[src/rtl/fifo_tree_merge_arbiter.sv]
// Merge node of the clause/literal FIFO tree: round-robin pops from child FIFOs,
// absorbs their one-cycle read latency in a 3-entry queue and feeds one parent FIFO.
module fifo_tree_merge_arbiter #(
   parameter int DATA_WIDTH = 36,
   parameter int NUM_PORTS  = 4,
   parameter int PORT_BITS  = $clog2(NUM_PORTS)
) (
   input  logic                            clk,
   input  logic                            reset,
   input  logic                            en_i,
   input  logic [NUM_PORTS-1:0]            src_empty_i,
   input  logic [NUM_PORTS-1:0]            src_valid_i,
   input  logic [NUM_PORTS*DATA_WIDTH-1:0] src_data_i,
   output logic [NUM_PORTS-1:0]            src_read_en_o,
   input  logic                            dst_full_i,
   output logic                            dst_write_en_o,
   output logic [DATA_WIDTH-1:0]           dst_data_o,
   output logic [PORT_BITS-1:0]            grant_id_o,
   output logic                            busy_o
);

   localparam int                   PB1        = PORT_BITS + 1;
   localparam logic [PORT_BITS-1:0] LAST_PORT  = PORT_BITS'(NUM_PORTS - 1);
   localparam logic [PORT_BITS:0]   PORT_COUNT = PB1'(NUM_PORTS);

   logic [PORT_BITS-1:0]  rr_q, rr_d;
   logic                  inflight_q, inflight_d;
   logic [PORT_BITS-1:0]  inflight_id_q, inflight_id_d;
   logic [1:0]            count_q, count_d;
   logic [1:0]            head_q, head_d;
   logic [1:0]            tail_q, tail_d;
   logic [DATA_WIDTH-1:0] last_data_q, last_data_d;
   logic [DATA_WIDTH-1:0] mem_q [3];
   logic [DATA_WIDTH-1:0] mem_d [3];

   logic [DATA_WIDTH-1:0] src_words [NUM_PORTS];
   logic                  credit;
   logic                  grant_valid;
   logic [PORT_BITS-1:0]  grant_id;
   logic [PORT_BITS:0]    search_sum;
   logic [PORT_BITS-1:0]  search_idx;
   logic                  capture;
   logic                  drain;

   for (genvar k = 0; k < NUM_PORTS; k++) begin : g_unpack
      assign src_words[k] = src_data_i[k*DATA_WIDTH +: DATA_WIDTH];
   end

   // A pop is only issued when the queue is guaranteed room for it, counting the word still in flight.
   always_comb begin
      credit      = en_i && !reset && (({1'b0, count_q} + {2'b00, inflight_q}) < 3'd3);
      grant_valid = 1'b0;
      grant_id    = '0;
      search_sum  = '0;
      search_idx  = '0;
      for (int i = 0; i < NUM_PORTS; i++) begin
         search_sum = {1'b0, rr_q} + PB1'(i);
         if (search_sum >= PORT_COUNT) begin
            search_sum = search_sum - PORT_COUNT;
         end
         search_idx = search_sum[PORT_BITS-1:0];
         if (credit && !grant_valid && !src_empty_i[search_idx]) begin
            grant_valid = 1'b1;
            grant_id    = search_idx;
         end
      end
   end

   always_comb begin
      src_read_en_o = '0;
      if (grant_valid) begin
         src_read_en_o[grant_id] = 1'b1;
      end
   end

   assign grant_id_o     = grant_id;
   assign capture        = inflight_q && src_valid_i[inflight_id_q];
   assign drain          = !reset && (count_q != 2'd0) && !dst_full_i;
   assign dst_write_en_o = drain;
   assign dst_data_o     = reset ? '0 : ((count_q != 2'd0) ? mem_q[head_q] : last_data_q);
   assign busy_o         = !reset && ((count_q != 2'd0) || inflight_q);

   // A child that flagged non-empty but returns no valid simply releases its credit.
   always_comb begin
      rr_d          = rr_q;
      inflight_d    = grant_valid;
      inflight_id_d = grant_id;
      count_d       = count_q;
      head_d        = head_q;
      tail_d        = tail_q;
      last_data_d   = dst_data_o;
      mem_d         = mem_q;
      if (grant_valid) begin
         rr_d = (grant_id == LAST_PORT) ? '0 : grant_id + PORT_BITS'(1);
      end
      if (capture) begin
         mem_d[tail_q] = src_words[inflight_id_q];
         tail_d        = (tail_q == 2'd2) ? 2'd0 : tail_q + 2'd1;
      end
      if (drain) begin
         head_d = (head_q == 2'd2) ? 2'd0 : head_q + 2'd1;
      end
      case ({capture, drain})
         2'b10:   count_d = count_q + 2'd1;
         2'b01:   count_d = count_q - 2'd1;
         default: count_d = count_q;
      endcase
   end

   always_ff @(posedge clk) begin
      if (reset) begin
         rr_q          <= '0;
         inflight_q    <= 1'b0;
         inflight_id_q <= '0;
         count_q       <= '0;
         head_q        <= '0;
         tail_q        <= '0;
         last_data_q   <= '0;
      end else begin
         rr_q          <= rr_d;
         inflight_q    <= inflight_d;
         inflight_id_q <= inflight_id_d;
         count_q       <= count_d;
         head_q        <= head_d;
         tail_q        <= tail_d;
         last_data_q   <= last_data_d;
      end
   end

   always_ff @(posedge clk) begin
      mem_q <= mem_d;
   end

   // Credit accounting makes a capture into a full queue impossible.
   always_ff @(posedge clk) begin
      if (!reset) begin
         assert (!(capture && count_q == 2'd3));
      end
   end

endmodule

[config.mk]
export PLATFORM = sky130hd
export DESIGN_NAME = fifo_tree_merge_arbiter
export DESIGN_NICKNAME = d
export VERILOG_FILES = /design/src/rtl/fifo_tree_merge_arbiter.sv
export SDC_FILE = /design/constraint.sdc
export NUM_CORES = 1
export LEC_CHECK = 0
export CORE_ASPECT_RATIO = 1.4
export CORE_MARGIN = 8
export CORE_UTILIZATION = 42
export DETAILED_ROUTE_END_ITERATION = 7
export PLACE_DENSITY = 0.87
export SLEW_MARGIN = 10
export SYNTH_ARGS = -nofsm -noshare
export SYNTH_HDL_FRONTEND = slang
export SYNTH_SLANG_ARGS = --single-unit
export TNS_END_PERCENT = 5
[constraint.sdc]
create_clock -name clk -period 4.1 [get_ports clk]
set_input_delay 0.41 -clock clk [delete_from_list [all_inputs] [get_ports clk]]
set_output_delay 0.41 -clock clk [all_outputs]
set_load 0.01 [all_outputs]
==> metrics.txt <==
status=complete, no violations; leakage power=3.19 nW; Peak VDD IR=0.276 mV; diode count=0; maximum fanout along the worst path=5; final non-filler cell total=~920; number of port buffers=199; EDFF count, synth=108; P per Cell Area=416 nW/um^2; top post-synthesis cells by count=108 x edfxtp_1, 83 x nor2_1, 75 x nor3_1, 47 x dfxtp_1, 41 x mux2i_1; xor and xnor area share after synthesis=less than 1%; Post-Syn Area per Cell=13.4 um^2; multiplexer share of the synthesized area=between 15 and 20%; die area=20,900 um^2; drt first pass iters=4; number of CTS-inserted buffers=17; Clock Skews=0.0105 ns; Die Y=between 150 and 200 um; initial antenna violation count=0; adder-cell share of the synthesized area=1.26%; 1st-iter DRT viols=roughly 240; vias in the first global route=5,502; Final setup viols=0; Synth top area share=46.8%; IO Count=200; post_cts resized=0; Syn Nets=680; All-Layer GR Usage=between 15 and 20%; Final Max Slew Viols=0; core area=16,200 um^2; Congestion Overflow GR=0; Setup crit end kind=output pin; gpl congestion=around 0.76; max_slew headroom=32.9%; vias per cell=5.48; Tot Pwr=around 4.0 mW; Max stage delay cell, worst path=a221oi_1; Initial Util=a little over two fifths; max cap viols=0; Primary FF master, synth=edfxtp_1; most common cell in the synthesized netlist=edfxtp_1; Critical Path Source Type=flop; pin count of the biggest net entering global routing=83; worst-margin pin slew=1.01 ns; cells along the critical path=ha_1 -> ha_1 -> nand2_1 -> nand3_1 -> a221oi_1 -> inv_1 -> ha_1 -> and2_1 -> clkdlybuf4s50_1; worst hold path class=in2reg; Tmin final=3.48 ns; FILL cells=1,247; post-route ant nets=0; Max Freq=288 MHz; Ys Warns=0; cell count after placement=887; sequential area share after synthesis=approximately 60%; routed len/inst=19.2 um; DP Wirelength=about 13,000 um; post-CTS setup buffers=0; Synth Area in Compound Gates=just under 6%; synthesized area=about 6900 um^2; Clock Sinks=155; layout cells sized above 1=12.4%; first-pass GRT wire length=27,800 um; final cell utilization of the core=between 50% and 60%; CTS tree=done; Final Instance Area=9700 um^2; final net count=870; RSZ-0062 raised after global routing=false; placed cell area=9090 um^2; CP Buf/Inv Count=2; clock buffer depth=2; post-route setup TNS=0 ns; Synth area leaders=edfxtp_1 47%, dfxtp_1 14%, mux4_2 12%, mux2i_1 5.9%, nor3_1 5.4%; distinct cell type count after synthesis=39; max incr delay on CP=0.57 ns; Post-synth ARST share=0%; CTS Hold Bufs=0; clock latency at the later pin of the worst-skew pair=0.41 ns; Worst Path Arrival=3.07 ns; Yosys top cell by area=edfxtp_1; Synth Area in Simple Gates=roughly an eighth; drt drc=0; Vias=5,036; Mapped Cells=a little over 500; final hold vios=0; fin crit share=84.8%; worst endpoint required time=3.69 ns; crit-path leading delay family=adder cells; # H-tree levels=4; Synth Register Bits=155; DRT Wirelength=~18,000 um; CTS Root Cell=clkbuf_16; most frequent CP cell=ha_1; crit path kind=reg2out; Layout area overhead=40.0%; Die Wd=approximately 120 um; Row Count=55; clk slew on worst S/H paths=roughly 0.060 ns; main combinational cell family by area after synthesis=multiplexers
## per-layer routing
layer  vias up  global-route usage (%)  wire, um
met5         -                       0         0
met4         0                    7.20       323
met3        20                    4.53       935
met2       169                    31.3      9860
met1      2474                    17.0      6550
li1       2373                       -         -
## metrics by stage
stage	worst slack, ns	hold WS [ns]
final	0.622	0.433
after global routing	0.329	0.480
after CTS	0.566	0.412
after detailed placement	0.780	0.497
after global placement	0.842	0.483
after floorplan	0.163	0.476
## worst reg2reg max path, stage by stage, from the launching register on
cell     delay [ns]
dfxtp_2        0.60
mux2i_1        0.14
o22ai_1        0.36
inv_1          0.19
nor3b_4        0.69
buf_4          0.38
## worst paths after layout
check / slack [ns] / cells after the start / from / to
max: 0.62 / 9 / count_q[0] / src_read_en_o[0]
min: 0.43 / 4 / reset / inflight_id_q[1]
max reg2reg: 1.43 / 5 / inflight_id_q[1] / mem_q[33]
min reg2reg: 0.51 / 2 / last_data_q[22] / last_data_q[22]
## power by group
part	switching, mW	internal (mW)
clock	0.610	0.963
combinational	0.308	0.358
sequential	0.0348	1.76
## cells by family (layout without fill, tap and decap cells)
group / count (synthesis) / after routing
muxes: 77 / 77
xor gates and xnor gates: 2 / 2
and+or+nand+nor: 178 / 178
buffers and inverters: 43 / 246
adders and majority gates: 7 / 7
AOI/OAI and AO/OA: 55 / 55
DFF: 155 / 155
## cells in the final DEF, fill, tap and decap left out, drive strengths merged, types with 12 or more instances in the layout
master         synthesis  layout
clkbuf                17      19
edfxtp               108     108
mux4                  36      36
nor2                  83      83
mux2i                 41      41
buf                   22      12
a211oi                36      36
clkdlybuf4s50          0     198
nor3                  75      75
dfxtp                 47      47
## sequential cells by signal, indices dropped and copies added (netlist names)
name / count
tail_q: 2
head_q: 2
inflight_id_q: 2
rr_q: 2
last_data_q: 36
count_q: 2
mem_q: 108
inflight_q: 1
## final cells by class
| class | instances | area [um^2] | share of cell area, % |
|---|---|---|---|
| multi-input combinational | 319 | 2570 | 26.5 |
| clock inverter | 13 | 169 | 1.74 |
| timing repair buffer | 210 | 2070 | 21.3 |
| clock buffer | 19 | 433 | 4.46 |
| inverter | 4 | 15.0 | 0.155 |
| sequential | 155 | 4190 | 43.2 |
| tap | 199 | 249 | 2.57 |
(Power assumes the default switching activity.)
